**config.mk**
```make
export PLATFORM = sky130hd
export DESIGN_NAME = adder_sum_accumulator
export DESIGN_NICKNAME = d
export VERILOG_FILES = /design/src/rtl/adder_sum_accumulator.sv
export SDC_FILE = /design/constraint.sdc
export NUM_CORES = 1
export LEC_CHECK = 0
export CORE_MARGIN = 2
export CORE_UTILIZATION = 55
export DETAILED_ROUTE_END_ITERATION = 16
export PLACE_DENSITY_LB_ADDON = 0.15
export SLEW_MARGIN = 5
export SYNTH_ARGS = -nofsm -noshare
export SYNTH_HDL_FRONTEND = slang
export SYNTH_SLANG_ARGS = --single-unit
```
**constraint.sdc**
```tcl
create_clock -name clk -period 4.62 [get_ports clk]
set_clock_uncertainty 0.05 [all_clocks]
set_input_delay 0.693 -clock clk [delete_from_list [all_inputs] [get_ports clk]]
set_output_delay 0.693 -clock clk [all_outputs]
set_load 0.05 [all_outputs]
```
**src/rtl/adder_sum_accumulator.sv**
```systemverilog
// Frame accumulator for the 33-bit {carry, sum} terms coming out of adder_32bit.
// Terms are summed per frame; the result is held until the consumer takes it.
module adder_sum_accumulator #(
    parameter int ACC_WIDTH = 41,
    parameter int CNT_WIDTH = 8
) (
    input  logic                 clk,
    input  logic                 rst,
    input  logic                 in_valid,
    output logic                 in_ready,
    input  logic [31:0]          in_sum,
    input  logic                 in_carry,
    input  logic                 in_last,
    output logic                 out_valid,
    input  logic                 out_ready,
    output logic [ACC_WIDTH-1:0] out_total,
    output logic [CNT_WIDTH:0]   out_count,
    output logic                 out_overflow,
    output logic                 out_forced
);

    localparam logic [CNT_WIDTH:0] CNT_LIMIT = {1'b1, {CNT_WIDTH{1'b0}}};
    localparam logic [CNT_WIDTH:0] CNT_ONE   = {{CNT_WIDTH{1'b0}}, 1'b1};

    typedef enum logic {
        ACCUM,
        DONE
    } state_t;

    typedef struct packed {
        logic [ACC_WIDTH-1:0] total;
        logic [CNT_WIDTH:0]   count;
        logic                 overflow;
        logic                 forced;
    } result_t;

    state_t               state, state_n;
    result_t              res;
    logic [ACC_WIDTH-1:0] acc;
    logic [ACC_WIDTH-1:0] term;
    logic [ACC_WIDTH:0]   sum_full;
    logic [CNT_WIDTH:0]   cnt;
    logic [CNT_WIDTH:0]   cnt_inc;
    logic                 ovf;
    logic                 ovf_inc;
    logic                 limit_hit;
    logic                 accept;
    logic                 close;
    logic                 release_res;

    assign term      = ACC_WIDTH'({in_carry, in_sum});
    // Extra top bit of the add is the carry that leaves the accumulator.
    assign sum_full  = {1'b0, acc} + {1'b0, term};
    assign cnt_inc   = cnt + CNT_ONE;
    assign ovf_inc   = ovf | sum_full[ACC_WIDTH];
    assign limit_hit = (cnt_inc == CNT_LIMIT);

    always_ff @(posedge clk) begin
        if (rst) begin
            state <= ACCUM;
        end else begin
            state <= state_n;
        end
    end

    always_comb begin
        state_n     = state;
        in_ready    = 1'b0;
        out_valid   = 1'b0;
        accept      = 1'b0;
        close       = 1'b0;
        release_res = 1'b0;
        case (state)
            ACCUM: begin
                in_ready = !rst;
                accept   = in_valid && !rst;
                close    = accept && (in_last || limit_hit);
                if (close) begin
                    state_n = DONE;
                end
            end
            DONE: begin
                out_valid   = 1'b1;
                release_res = out_ready;
                if (out_ready) begin
                    state_n = ACCUM;
                end
            end
            default: state_n = ACCUM;
        endcase
    end

    always_ff @(posedge clk) begin
        if (rst) begin
            acc <= '0;
            cnt <= '0;
            ovf <= 1'b0;
            res <= '0;
        end else if (accept) begin
            acc <= sum_full[ACC_WIDTH-1:0];
            cnt <= cnt_inc;
            ovf <= ovf_inc;
            if (close) begin
                res.total    <= sum_full[ACC_WIDTH-1:0];
                res.count    <= cnt_inc;
                res.overflow <= ovf_inc;
                res.forced   <= limit_hit;
            end
        end else if (release_res) begin
            // Running state is cleared only once the result has been taken.
            acc <= '0;
            cnt <= '0;
            ovf <= 1'b0;
        end
    end

    assign out_total    = res.total;
    assign out_count    = res.count;
    assign out_overflow = res.overflow;
    assign out_forced   = res.forced;

endmodule

```
Yosys cells after proc, flatten, opt, wreduce, memory -nomap -nowiden
Index checks and enable logic that the tools add are counted.
- flip-flop bits (word level): 104
- latch bits: 0
- memory bits (writable): 0
- bits in read-only memories: 0
- input bits: 38
- output and inout port bits: 54
- logic and storage cells: 33
- memories: 0
- $add $sub $neg: 2
- multipliers: 0
- divide/modulo/power cells: 0
- $lt $le $gt $ge: 0
- eq/ne operators: 1
- shifts and indexed selects: 0
- multiplexer cells: 14
- bitwise logic cells: 2
- reduce and logical (&&, ||, !) cells: 6
- operator list (kind ; count):
    two-way mux 41 bit ; 2
    adder 41 x 33 -> 42 bit ; 1
    two-way mux 9 bit ; 2
    adder 9 x 1 -> 9 bit (second input constant) ; 1
    equality test 9 bit (second input constant) ; 1
    two-way mux 1 bit ; 9
    logical AND 1 bit ; 2
    one-hot mux 1 bit (2 select lines) ; 1
    AND reduction 2 bit ; 1
    nonzero test 2 bit ; 1
    zero test 1 bit ; 1
    logical OR 1 bit ; 1
    NOT 1 bit ; 1
    OR 1 bit ; 1

Longest topological paths before layout
Gate-level depths: netlist of run 1.
- word-level depth: 6
- gate-level depth with buffers: 11
- depth with buffers taken out: 10

Worst setup path after synthesis of run 1
Ideal clock, no wire load.
- path type: input-to-reg
- start: in rst
- end: reg res (netlist bit out_total[21])
- library setup time: 0.129 ns
- arrival time: 2.965 ns
- data required time: 4.441 ns
- slack: 1.476 ns
- stages on the path: 10
- buffers on the path: 3
- path through: clkbuf_1 -> nor2_1 -> nand2_1 -> nor3b_1 -> nand4b_1 -> and2_0 -> buf_2 -> buf_1 -> nand3_1 -> o21ai_0
- cells in the longest elaborated chain, start to end: 5
- elaborated cells between the ends (all ways): 6
- those cells by class: mux: 2; reduce/logical: 4
- ends and longest elaborated chain (element ; RTL line ; RTL):
    start, declared ; 8 ; input logic rst,
    zero test 1 bit ; 76 ; accept = in_valid && !rst;
    logical AND 1 bit ; 76 ;
    logical AND 1 bit ; 77 ; close = accept && (in_last || limit_hit);
    two-way mux 1 bit ; 73 ; case (state)
    AND reduction 2 bit (no line) ; -- ;
    end, declared ; 38 ; result_t res;
Parallel ways exist; a longest one is shown, timed or not.
A chain may end at the register's enable or synchronous reset.

Worst setup path in the final report of run 1
- start: in in_sum[0]
- end: reg res (netlist bit out_total[32])
- cells in the longest elaborated chain, start to end: 1
- ends and longest elaborated chain (element ; RTL line ; RTL):
    start, declared ; 11 ; input logic [31:0] in_sum,
    adder 41 x 33 -> 42 bit ; 53 ; assign sum_full = {1'b0, acc} + {1'b0, term};
Every way passes these cells.

==> results of run 1 <==
metal layers:
layer	part of all wire, %	vias up	global-route usage [%]
li1	-	2841	-
met1	44	2661	36.2
met2	48	176	47.2
met3	5.9	21	5.81
met4	1.5	0	9.43
met5	0	-	0
cell type report:
class / count / area, um^2 / area share [%]
Timing Repair Buffer: 98 / 958 / 13.6
Multi-Input combinational cell: 599 / 3590 / 51.1
Inverter: 12 / 45.0 / 0.640
Clock buffer: 11 / 131 / 1.87
Clock inverter: 5 / 56.3 / 0.800
Tap cell: 136 / 170 / 2.42
Sequential cell: 104 / 2080 / 29.6
synth_stat cells (all sizes together) (2+ instances only):
| library cell | instances | area [um^2] |
|---|---|---|
| nand4 | 10 | 68.8 |
| or3 | 3 | 20.0 |
| nor3 | 10 | 50.1 |
| o31ai | 6 | 45.0 |
| nand3 | 45 | 225 |
| buf | 16 | 80.1 |
| a21boi | 3 | 22.5 |
| and2 | 5 | 32.5 |
| or4 | 2 | 15.0 |
| o211a | 2 | 20.0 |
| a211oi | 19 | 153 |
| a21o | 10 | 77.6 |
| inv | 12 | 45.0 |
| nand2b | 6 | 37.5 |
| xnor2 | 37 | 324 |
| and3 | 12 | 76.3 |
| a31o | 2 | 17.5 |
| xor2 | 7 | 61.3 |
| nand2 | 117 | 447 |
| ha | 35 | 438 |
| a22o | 6 | 52.6 |
| nor2 | 58 | 218 |
| nor4 | 5 | 46.3 |
| o21ai | 52 | 260 |
| o21bai | 10 | 75.1 |
| o211ai | 3 | 22.5 |
| o21a | 2 | 15.0 |
| clkbuf | 33 | 124 |
| o2111ai | 2 | 17.5 |
| dfxtp | 104 | 2080 |
| a22oi | 3 | 22.5 |
| a21oi | 97 | 485 |
| a31oi | 12 | 75.1 |
registers in the layout, indices dropped and copies added (netlist names):
name / count
acc: 41
cnt: 9
out_count: 9
out_forced: 1
out_overflow: 1
out_total: 41
ovf: 1
state: 1
kinds of logic after synthesis:
group / Yosys count / share of synthesized area (%)
XOR/XNOR: 44 / 6.51
flip-flops: 104 / 35.2
buffers and inverters: 61 / 4.20
adder cells (fa/ha/maj): 36 / 7.73
AO/OA/AOI/OAI: 241 / 24.9
AND/OR/NAND/NOR: 278 / 21.5
critical path, cell delays in order:
cell and delay [ns]:
clkdlybuf4s50_1 0.46, ha_1 0.20, fa_1 0.26, a211oi_1 0.10, o21ai_1 0.33, o21ai_0 0.19, o21ai_0 0.58, a31oi_1 0.29
nor3_1 0.36, o21a_1 0.20, o31ai_1 0.07
power breakdown:
group          internal (mW)  switching [mW]
clock                  0.251           0.323
sequential             0.971          0.0446
combinational          0.310           0.524
through the flow:
stage,setup slack [ns],cell area (um^2)
after floorplan,1.48,5920
after global placement,0.804,6850
after detailed placement,0.730,6850
after CTS,1.13,7040
after global routing,0.858,7040
final,1.08,7040
worst min path at each step:
stage             startpoint            end  slack, ns
3_5_place_dp         acc[32]        acc[32]       0.39
6_report       out_total[15]  out_total[15]       0.41
4_1_cts        out_total[15]  out_total[15]       0.41
2_1_floorplan            ovf            ovf       0.38
3_3_place_gp   out_total[18]  out_total[18]       0.39
5_1_grt              acc[32]        acc[32]       0.43
==> qor.yml, run 1 <==
timing:
  report.final.slew_viol_count: 0
  final-setup-viol-count: 0
  grt_setup_unrepaired: "no"
  min_period_over_period_pct: 76.7
  finalHoldViolations: 0
  timing.hold.ws_ns: 0.406
  max_slew.worst_pin.slew_ns: 1.11
  relSlewSlack_pct: 26.1
  min_period_ns: 3.54
  setup_tns_ns: 0
  fmax_mhz: 282
synth:
  syn_nets: 838
  ys_types: 63
  syn_area_mm2: 0.00592
  ys_ff_latch: 104
  synth_edf_count: 0
  synthArstFlopShare_pct: 0
  synthCells: 764
  yosysSeqAreaShare_pct: 35.2
  synth_area_per_cell_um2: 7.75
  synthFlopType: "dfxtp_1"
  yosysWarnings: 0
floorplan:
  coreArea_mm2: 0.0104
  die_w_um: 108
  initial_core_util_pct: 57.1
  rows: 37
  die_y_um: 108
  die_area_mm2: 0.0116
  ios: 92
finish:
  final_common_cell: "nand2_1"
  finalNetCount: 898
  mostFrequentLayoutCells: "nand2_1, dfxtp_1, a21oi_1"
  layout.cells.non_filler: 965
  n_antenna_cell: 0
  syn2layout_area_growth_pct: 18.8
  layout-drive-gt1-share_pct: 4.58
  postLayoutCoreUtil_pct: 67.8
  fillCellCount: 926
grt:
  grt_antenna_before_repair: 0
  grt_use_total_pct: 28.2
  grt_pass1_vias: 5480
  grt_pass1_wl_mm: 26.2
  overflow: 0
  grt_max_degree: 71
critical_path:
  end_kind: "flop"
  crit_end: "out_total[32]"
  rrSetupSlack_ns: 1.47
  cp.required_ns: 4.81
  critPathLaunch: "in_sum[0]"
  worstSetupStartpointType: "primary input"
  r2r_start: "cnt[0]"
  reg2reg_to: "out_total[40]"
  crit_path_max_fanout: 5
  cp.arrival_ns: 3.74
  crit_type: "primary input to flop"
  reg2regPathDepth: 8
power:
  total_power_mw: 2.42
  leakagePower_nw: 2.68
  vdd_ir_drop_max_uv: 217
  powerDensity_mw_per_mm2: 344
clocking:
  htreeDepth: 3
  clockBufferDepth: 2
  ctsRootBufferMaster: "clkbuf_8"
  clk_latency_ns: 0.39
  cts_setup_buffers: 0
  cts_tree: "done"
  clk_transition_reported_paths_ns: 0.10
  cts_made_buffers: 9
  cts-hold-fix-buffers: 0
  cts_resized: 0
  clock-sinks: 104
drt:
  vias: 5699
  wl_mm: 15.9
  wl_per_cell_um: 16.4
  antenna_left: 0
  drtIter0Drc: 318
  viasPerCell: 5.91
  drt_pass1_iterations: 5
  drcViolationCount: 0
worst_hold_path:
  worstHoldPathCells: 2
  min_path_type: "flop to flop"
status:
  status: "complete, no violations"
job:
  drv_cap: 0
placement:
  place_congestion: 0.975
  placed_cells: 949
  io_buffers: 91
  detailed_place_hpwl_mm: 11.2
No activity file was read; power rests on OpenSTA's default activity.
==> run 2, diff against run 1 <==
Clock period 4.62 ns to 3.6 ns, I/O delays scaled along.
==> qor.yml, run 2 (same netlist as run 1, synthesis figures left out) <==
status:
  status: "complete, no violations"
timing:
  max_slew.worst_pin.slew_ns: 1.16
  report.final.slew_viol_count: 0
  grt_setup_unrepaired: "no"
  relSlewSlack_pct: 22.5
  final-setup-viol-count: 0
  min_period_ns: 3.16
  min_period_over_period_pct: 87.9
  finalHoldViolations: 0
  setup_tns_ns: 0
  fmax_mhz: 316
clocking:
  clockBufferDepth: 2
  cts_setup_buffers: 0
  cts_tree: "done"
  clk_latency_ns: 0.40
  ctsRootBufferMaster: "clkbuf_8"
  clk_transition_reported_paths_ns: 0.11
  cts-hold-fix-buffers: 0
  cts_made_buffers: 9
  cts_resized: 0
  clock-sinks: 104
  htreeDepth: 3
finish:
  layout-drive-gt1-share_pct: 6.63
  final_common_cell: "nand2_1"
  mostFrequentLayoutCells: "nand2_1, dfxtp_1, a21oi_1"
  finalNetCount: 914
  fillCellCount: 917
  n_antenna_cell: 0
  syn2layout_area_growth_pct: 20.8
  fin_area_mm2: 0.00716
drt:
  drt_pass1_iterations: 5
  antenna_left: 0
  viasPerCell: 6.00
  vias: 5889
  drtIter0Drc: 348
  wl_per_cell_um: 16.5
  wl_mm: 16.2
  drcViolationCount: 0
placement:
  detailed_place_hpwl_mm: 11.6
  place_congestion: 0.944
  place_area_mm2: 0.00697
  io_buffers: 91
power:
  powerDensity_mw_per_mm2: 437
  leakagePower_nw: 2.76
  total_power_mw: 3.13
  vdd_ir_drop_max_uv: 272
grt:
  grt_pass1_wl_mm: 26.8
  grt_antenna_before_repair: 0
  grt_max_degree: 71
  overflow: 0
  grt_use_total_pct: 28.9
  grt_pass1_vias: 5672
critical_path:
  path_buf_inv: 1
  worstSetupStartpointType: "primary input"
  end_kind: "flop"
  crit_path_max_incr_delay_ns: 0.41
  cp.arrival_ns: 3.41
  slowest_stage: "clkdlybuf4s50_1"
  cp.required_ns: 3.85
  crit_path_max_fanout: 9
  crit_family: "compound AO/OA/AOI/OAI gates"
  crit_type: "primary input to flop"
  crit_chain: "clkdlybuf4s50_1 > ha_1 > fa_1 > a211oi_1 > o21ai_1 > o211ai_1 > a211oi_2 > o2111ai_1 > and2_1 > nor3_1 > a311o_1"
floorplan:
  rows: 37
  die_w_um: 108
  die_y_um: 108
  coreArea_mm2: 0.0104
  initial_core_util_pct: 57.1
  die_area_mm2: 0.0116
  ios: 92
worst_hold_path:
  min_path_type: "flop to flop"
job:
  drv_cap: 0
## run 2: cell count changes in the layout (fill, tap and decap cells not counted), sizes merged
| cell | delta |
|---|---|
| clkinvlp | -1 |
| bufinv | -1 |
| buf | +16 |
| inv | +2 |
## run 2: final timing paths
check / startpoint / end / slack [ns] / cells past startpoint
setup / recovery: in_sum[0] / out_total[36] / 0.44 / 11
hold / removal: out_total[24] / out_total[24] / 0.41 / 2
setup reg to reg: cnt[0] / out_total[39] / 0.69 / 9
hold reg to reg: out_total[24] / out_total[24] / 0.41 / 2
## run 2: worst min-delay path, cell delays in order (launching register included)
cell and delay, ns:
dfxtp_1 0.32, nand2_1 0.05, a21oi_1 0.05
## run 2: routing by layer
metal	track usage, %	vias to the layer above	wire length, um
li1	-	2883	-
met1	36.1	2767	7080
met2	49.1	207	7710
met3	5.69	32	1050
met4	10.7	0	381
met5	0	-	0
## run 2: metrics by stage
step	setup WS, ns	instances	utilization [%]	hold slack (ns)
finish	0.436	981	69.0	0.408
global placement	0.107	965	67.2	0.388
global route	0.239	981	69.0	0.425
detailed placement	0.0730	965	67.2	0.394
floorplan	0.609	764	-	0.376
CTS	0.451	981	69.0	0.410
## run 2: final cells by class
| class | instances | area, um^2 | area share [%] |
|---|---|---|---|
| Timing Repair Buffer | 114 | 1080 | 15.1 |
| Inverter | 12 | 45.0 | 0.629 |
| Multi-Input combinational cell | 599 | 3590 | 50.2 |
| Sequential cell | 104 | 2080 | 29.1 |
| Clock inverter | 5 | 36.3 | 0.507 |
| Clock buffer | 11 | 151 | 2.12 |
| Tap cell | 136 | 170 | 2.38 |
## run 2: report_power, final
group          internal (mW)  switching, mW  leakage [nW]
registers               1.25         0.0587         0.848
clock network          0.295          0.430         0.101
logic                  0.417          0.682          1.81
total                   1.96           1.17          2.76
